**config.mk**
```make
export PLATFORM = sky130hd
export DESIGN_NAME = sc_stream_decoder
export DESIGN_NICKNAME = d
export VERILOG_FILES = /design/src/rtl/sc_pkg.sv /design/src/rtl/sc_ones_acc.sv /design/src/rtl/sc_stream_decoder.sv
export SDC_FILE = /design/constraint.sdc
export NUM_CORES = 1
export LEC_CHECK = 0
export ABC_AREA = 1
export BUFFER_PORTS_ARGS = -buffer_cell sky130_fd_sc_hd__buf_2
export CAP_MARGIN = 20
export CORE_MARGIN = 2
export CORE_UTILIZATION = 50
export DETAILED_ROUTE_END_ITERATION = 7
export GPL_ROUTABILITY_DRIVEN = 0
export GPL_TIMING_DRIVEN = 0
export PLACE_DENSITY = 0.7
export SETUP_SLACK_MARGIN = 0.5
export SYNTH_ARGS = -nofsm -noshare
export SYNTH_HDL_FRONTEND = slang
export SYNTH_SLANG_ARGS = --single-unit
```
**constraint.sdc**
```tcl
create_clock -name clk -period 5.4 [get_ports clk]
set_input_delay 0 -clock clk [delete_from_list [all_inputs] [get_ports clk]]
set_output_delay 0 -clock clk [all_outputs]
set_load 0.1 [all_outputs]
```
**src/rtl/sc_pkg.sv**
```systemverilog
// Shared types and helpers for the stochastic stream decoder.
package sc_pkg;

  typedef enum logic [1:0] {IDLE, ACC, SCALE, DONE} dec_state_e;

  function automatic logic is_pow2(input logic [31:0] v);
    return (v != 32'd0) && ((v & (v - 32'd1)) == 32'd0);
  endfunction

  // Index of the highest set bit; exact log2 when v is a power of two.
  function automatic logic [4:0] log2_pow2(input logic [31:0] v);
    logic [4:0] r;
    r = '0;
    for (int i = 0; i < 32; i++)
      if (v[i]) r = 5'(i);
    return r;
  endfunction

endpackage

```
**src/rtl/sc_ones_acc.sv**
```systemverilog
// Per-channel ones counter plus shift/saturate normaliser to a TW-bit value.
module sc_ones_acc
  import sc_pkg::*;
#(
  parameter int TW = 8,
  parameter int KW = $clog2(TW + 1)
) (
  input  logic          clk,
  input  logic          rst,
  input  logic          clr_i,
  input  logic          inc_i,
  input  logic          bit_i,
  input  logic          ld_i,
  input  logic [KW-1:0] k_i,
  output logic [TW-1:0] z_o
);

  logic [TW:0]   cnt_q, cnt_d, scaled;
  logic [TW-1:0] z_q, z_d;

  always_comb begin
    cnt_d = cnt_q;
    if (clr_i)      cnt_d = '0;
    else if (inc_i) cnt_d = cnt_q + (TW+1)'(bit_i);
  end

  // count <= 2^k, so the shifted value tops out at exactly 2^TW (all ones seen).
  assign scaled = cnt_q << (KW'(TW) - k_i);

  always_comb begin
    z_d = z_q;
    if (ld_i) z_d = scaled[TW] ? {TW{1'b1}} : scaled[TW-1:0];
  end

  always_ff @(posedge clk or posedge rst) begin
    if (rst) begin
      cnt_q <= '0;
      z_q   <= '0;
    end else begin
      cnt_q <= cnt_d;
      z_q   <= z_d;
    end
  end

  assign z_o = z_q;

endmodule

```
**src/rtl/sc_stream_decoder.sv**
```systemverilog
// Stochastic-to-binary decoder: FSM, beat counter, handshakes, N channel accumulators.
// Early termination (et input, pending flag) is built only when SC_DECODER_ET_EN is defined.
module sc_stream_decoder
  import sc_pkg::*;
#(
  parameter int TW = 8,
  parameter int N  = 2
) (
  input  logic                 clk,
  input  logic                 rst,
  input  logic                 start,
  input  logic                 in_valid,
  output logic                 in_ready,
  input  logic [N-1:0]         bits,
  input  logic                 et,
  output logic                 out_valid,
  input  logic                 out_ready,
  output logic [N-1:0][TW-1:0] Zs,
  output logic [TW:0]          len
);

  localparam int KW = $clog2(TW + 1);

  dec_state_e    state_q, state_d;
  logic [TW:0]   beat_q, beat_d, beat_inc, len_q, len_d;
  logic [KW-1:0] k;
  logic          run_start, acc_beat, term;

  assign run_start = (state_q == IDLE) && start;
  assign acc_beat  = (state_q == ACC) && in_valid;
  assign beat_inc  = beat_q + (TW+1)'(1);

`ifdef SC_DECODER_ET_EN
  logic pend_q, pend_d, inc_pow2;

  assign inc_pow2 = is_pow2(32'(beat_inc));
  assign term     = beat_inc[TW] || ((et || pend_q) && inc_pow2);

  always_comb begin
    pend_d = pend_q;
    if (run_start)                          pend_d = 1'b0;
    else if (acc_beat && et && !inc_pow2)   pend_d = 1'b1;
  end

  always_ff @(posedge clk or posedge rst) begin
    if (rst) pend_q <= 1'b0;
    else     pend_q <= pend_d;
  end
`else
  logic unused_et;
  assign unused_et = et;
  assign term      = beat_inc[TW];
`endif

  always_ff @(posedge clk or posedge rst) begin
    if (rst) state_q <= IDLE;
    else     state_q <= state_d;
  end

  always_comb begin
    state_d = state_q;
    case (state_q)
      IDLE:    if (start) state_d = ACC;
      ACC:     if (acc_beat && term) state_d = SCALE;
      SCALE:   state_d = DONE;
      DONE:    if (out_ready) state_d = IDLE;
      default: state_d = IDLE;
    endcase
  end

  always_comb begin
    in_ready  = (state_q == ACC);
    out_valid = (state_q == DONE);
  end

  always_comb begin
    beat_d = beat_q;
    if (run_start)     beat_d = '0;
    else if (acc_beat) beat_d = beat_inc;
    len_d = (state_q == SCALE) ? beat_q : len_q;
  end

  always_ff @(posedge clk or posedge rst) begin
    if (rst) begin
      beat_q <= '0;
      len_q  <= '0;
    end else begin
      beat_q <= beat_d;
      len_q  <= len_d;
    end
  end

  // Run length is always a power of two by the time SCALE is reached.
  assign k   = KW'(log2_pow2(32'(beat_q)));
  assign len = len_q;

  for (genvar g = 0; g < N; g++) begin : g_ch
    sc_ones_acc #(.TW(TW), .KW(KW)) u_acc (
      .clk   (clk),
      .rst   (rst),
      .clr_i (run_start),
      .inc_i (acc_beat),
      .bit_i (bits[g]),
      .ld_i  (state_q == SCALE),
      .k_i   (k),
      .z_o   (Zs[g])
    );
  end

endmodule

```
==> results.py <==
metrics = {
    "sta": {
        "final_max_slew_viol_count": 0,
        "max_freq_ghz": 0.363,
        "relSlewSlack": 0.662,
        "setup_viol": 0,
        "hold_viol": 0,
        "rsz0062_at_grt": "no",
        "finalCriticalPeriod_ns": 2.75,
        "setup-tns-final_ns": 0,
        "whs_ns": 0.00735,
        "final.setup_skew_ns": 0.0111,
        "worstMarginPinSlew_ns": 0.506,
        "min_period_over_period": 0.510,
    },
    "clock_tree": {
        "post_cts_buffers": 0,
        "clock_latency_ns": 0.31,
        "clockRootBuffer": "clkbuf_8",
        "cts_tree": "done",
        "numCtsBuffers": 5,
        "clockBufferDepth": 2,
        "htree_levels": 2,
        "ctsResizeCount": 0,
        "clock-sinks": 54,
        "path_clk_slew_ns": 0.09,
    },
    "layout": {
        "fillers": 631,
        "final_nets": 500,
        "num_antenna_cells": 0,
        "syn_to_final_growth_pct": 11.4,
        "drive_gt1_frac": 0.162,
    },
    "global_routing": {
        "grt_pass1_wl_mm": 13.6,
        "grt_use_total": 0.234,
        "antenna_found_initial": 0,
        "overflow": 0,
        "grt_start_max_net_pins": 33,
        "grt_pass1_vias": 2869,
    },
    "critical_path": {
        "crit_path_cell_trace": "inv_2 -> buf_2 -> buf_2 -> nand2_1 -> ha_1 -> inv_1 -> buf_1 -> nand3_1 -> nand3_1 -> nand2_1 -> nor2_1 -> a21oi_2",
        "critPathLaunchType": "register",
        "crit_type": "register to register",
        "crit_required_ns": 5.59,
        "end_kind": "register",
        "cp_max_fo": 10,
        "cp_top_family": "buffers and inverters",
        "cp.arrival_ns": 2.94,
        "cp_slowest_cell": "dfrtp_1",
        "worst-path-buf-inv": 5,
        "max_stage_delay_ns": 0.44,
    },
    "drt": {
        "drc": 0,
        "drt-initial-drc-count": 248,
        "via_per_inst": 5.36,
        "vias": 2990,
        "dr.pass1.iters": 5,
        "antenna_left": 0,
        "wire_per_inst_microns": 13.9,
        "wl_mm": 7.74,
    },
    "synth": {
        "synth_top_family_by_area": "simple AND/OR/NAND/NOR gates",
        "synth_cell_types": 34,
        "synth_top_area_cell": "dfrtp_1",
        "avgSynthCellArea_sq_um": 7.44,
        "synth-simple-area-share": 0.342,
        "synth_compound_area_frac": 0.110,
        "synthXorXnorAreaFrac": 0.0111,
        "yosysTopAreaCellShare": 0.414,
        "ys_seq_area_frac": 0.414,
        "synth_common_cells": "nand2_1, nand3_1, dfrtp_1",
        "synth_mux_area_frac": 0,
        "synthArstFlopShare": 1.00,
        "ys.flop_type": "dfrtp_1",
        "synth_nets": 458,
        "synth_area_leaders": "dfrtp_1, nand2_1, nand3_1",
        "ys_ff_latch": 54,
        "yosysMostFrequentCell": "nand2_1",
        "yosysWarnings": 0,
        "syn_inst": 439,
        "synth-adder-area-share": 0.0421,
        "synth-edff-count": 0,
        "netlist_area_sq_um": 3270,
    },
    "hold_path": {
        "hp-class": "input pin to register",
    },
    "power_and_ir_drop": {
        "p_leak_nw": 1.84,
        "powerDensity_nw_per_um2": 610,
        "vdd_drop_max_mv": 0.678,
    },
    "outcome": {
        "status": "complete, no violations",
    },
    "place": {
        "dp_hpwl_mm": 6.01,
        "port_buffers": 33,
    },
    "floorplan": {
        "ios": 35,
        "rows": 29,
        "start_util": 0.514,
        "coreArea_sq_um": 6350,
        "die_y_microns": 84.8,
        "die_w_microns": 84.8,
        "die_area_sq_um": 7200,
    },
    "job": {
        "maxCapViolations": 0,
    },
}
[state kept, by name, indices dropped and copies added, names as in the netlist]
| register | count |
|---|---|
| g_ch.u_acc.z_o | 16 |
| beat_q | 9 |
| g_ch.u_acc.cnt_q | 18 |
| len | 9 |
| state_q | 2 |
[placed cells by master, fill, tap and decap left out, types with 5 or more instances in the layout]
cell,count
ha_1,11
nor2_1,33
buf_2,36
a21oi_1,24
nand2_1,123
nor3_1,12
dfrtp_1,54
inv_1,35
o21ai_0,33
nand2_2,7
inv_2,7
nand3_1,56
clkbuf_8,5
clkbuf_1,7
[where the power goes]
group	total [mW]	leakage [nW]	switching (mW)	internal [mW]
registers	0.551	0.721	0.0603	0.491
clock network	0.217	0.0373	0.128	0.0893
logic	1.45	1.08	1.10	0.347
[final cells by class]
cell class                      count  area (sq um)  share of cell area
Buffer                             15          90.1              0.0248
Inverter                           45           176              0.0485
Clock buffer                        6          72.6              0.0199
Multi-Input combinational cell    325          1650               0.453
Tap cell                           77          96.3              0.0265
Sequential cell                    54          1350               0.371
Timing Repair Buffer               35           195              0.0536
Clock inverter                      1          7.51             0.00206
[cell families after synthesis]
| logic type | after synthesis |
|---|---|
| AO/OA/AOI/OAI | 67 |
| flip-flops | 54 |
| AND/OR/NAND/NOR | 245 |
| XOR/XNOR | 2 |
| buffers and inverters | 60 |
| adder cells (fa/ha/maj) | 11 |
[what timing repair did]
action,CTS,global route
hold endpoints to repair,22,0
endpoints found under the setup margin,0,0
hold buffers,1,0
[through the flow]
stage          setup slack [ns]  instances  cell area [sq um]   util  total power [mW]
2_1_floorplan              2.86        439               3270      -              1.73
3_3_place_gp               2.69        549               3530  0.556              1.98
3_5_place_dp               2.70        550               3550  0.559              2.00
4_1_cts                    2.67        558               3640  0.573              2.23
5_1_grt                    2.37        558               3640  0.573              2.39
6_report                   2.65        558               3640  0.573              2.22
[final timing paths]
kind / start / endpoint / slack, ns / cells after the start
worst max-delay path: beat_q[8]$_DFFE_PP0P_ / g_ch[0].u_acc.z_o[7]$_DFFE_PP0P_ / 2.65 / 12
worst min-delay path: bits[1] / g_ch[1].u_acc.cnt_q[0]$_DFFE_PP0P_ / 0.007 / 4
worst max register to register: beat_q[8]$_DFFE_PP0P_ / g_ch[0].u_acc.z_o[7]$_DFFE_PP0P_ / 2.65 / 12
worst min register to register: g_ch[0].u_acc.z_o[3]$_DFFE_PP0P_ / g_ch[0].u_acc.z_o[3]$_DFFE_PP0P_ / 0.48 / 2
max in group asynchronous: rst / g_ch[0].u_acc.cnt_q[5]$_DFFE_PP0P_ / 4.59 / 4
min in group asynchronous: rst / len[8]$_DFFE_PP0P_ / 0.26 / 3
[worst min-delay path, stage by stage]
cell and delay, ns:
buf_2 0.08, ha_1 0.12, nand2_1 0.05, nand2_1 0.04
[routing by layer]
metal	global-route usage	share of wire	up-vias
li1	-	-	1513
met1	0.326	0.47	1372
met2	0.381	0.46	87
met3	0.0428	0.051	18
met4	0.0563	0.019	0
met5	0	0	-
Note: power is estimated with default switching activity, not from simulation.
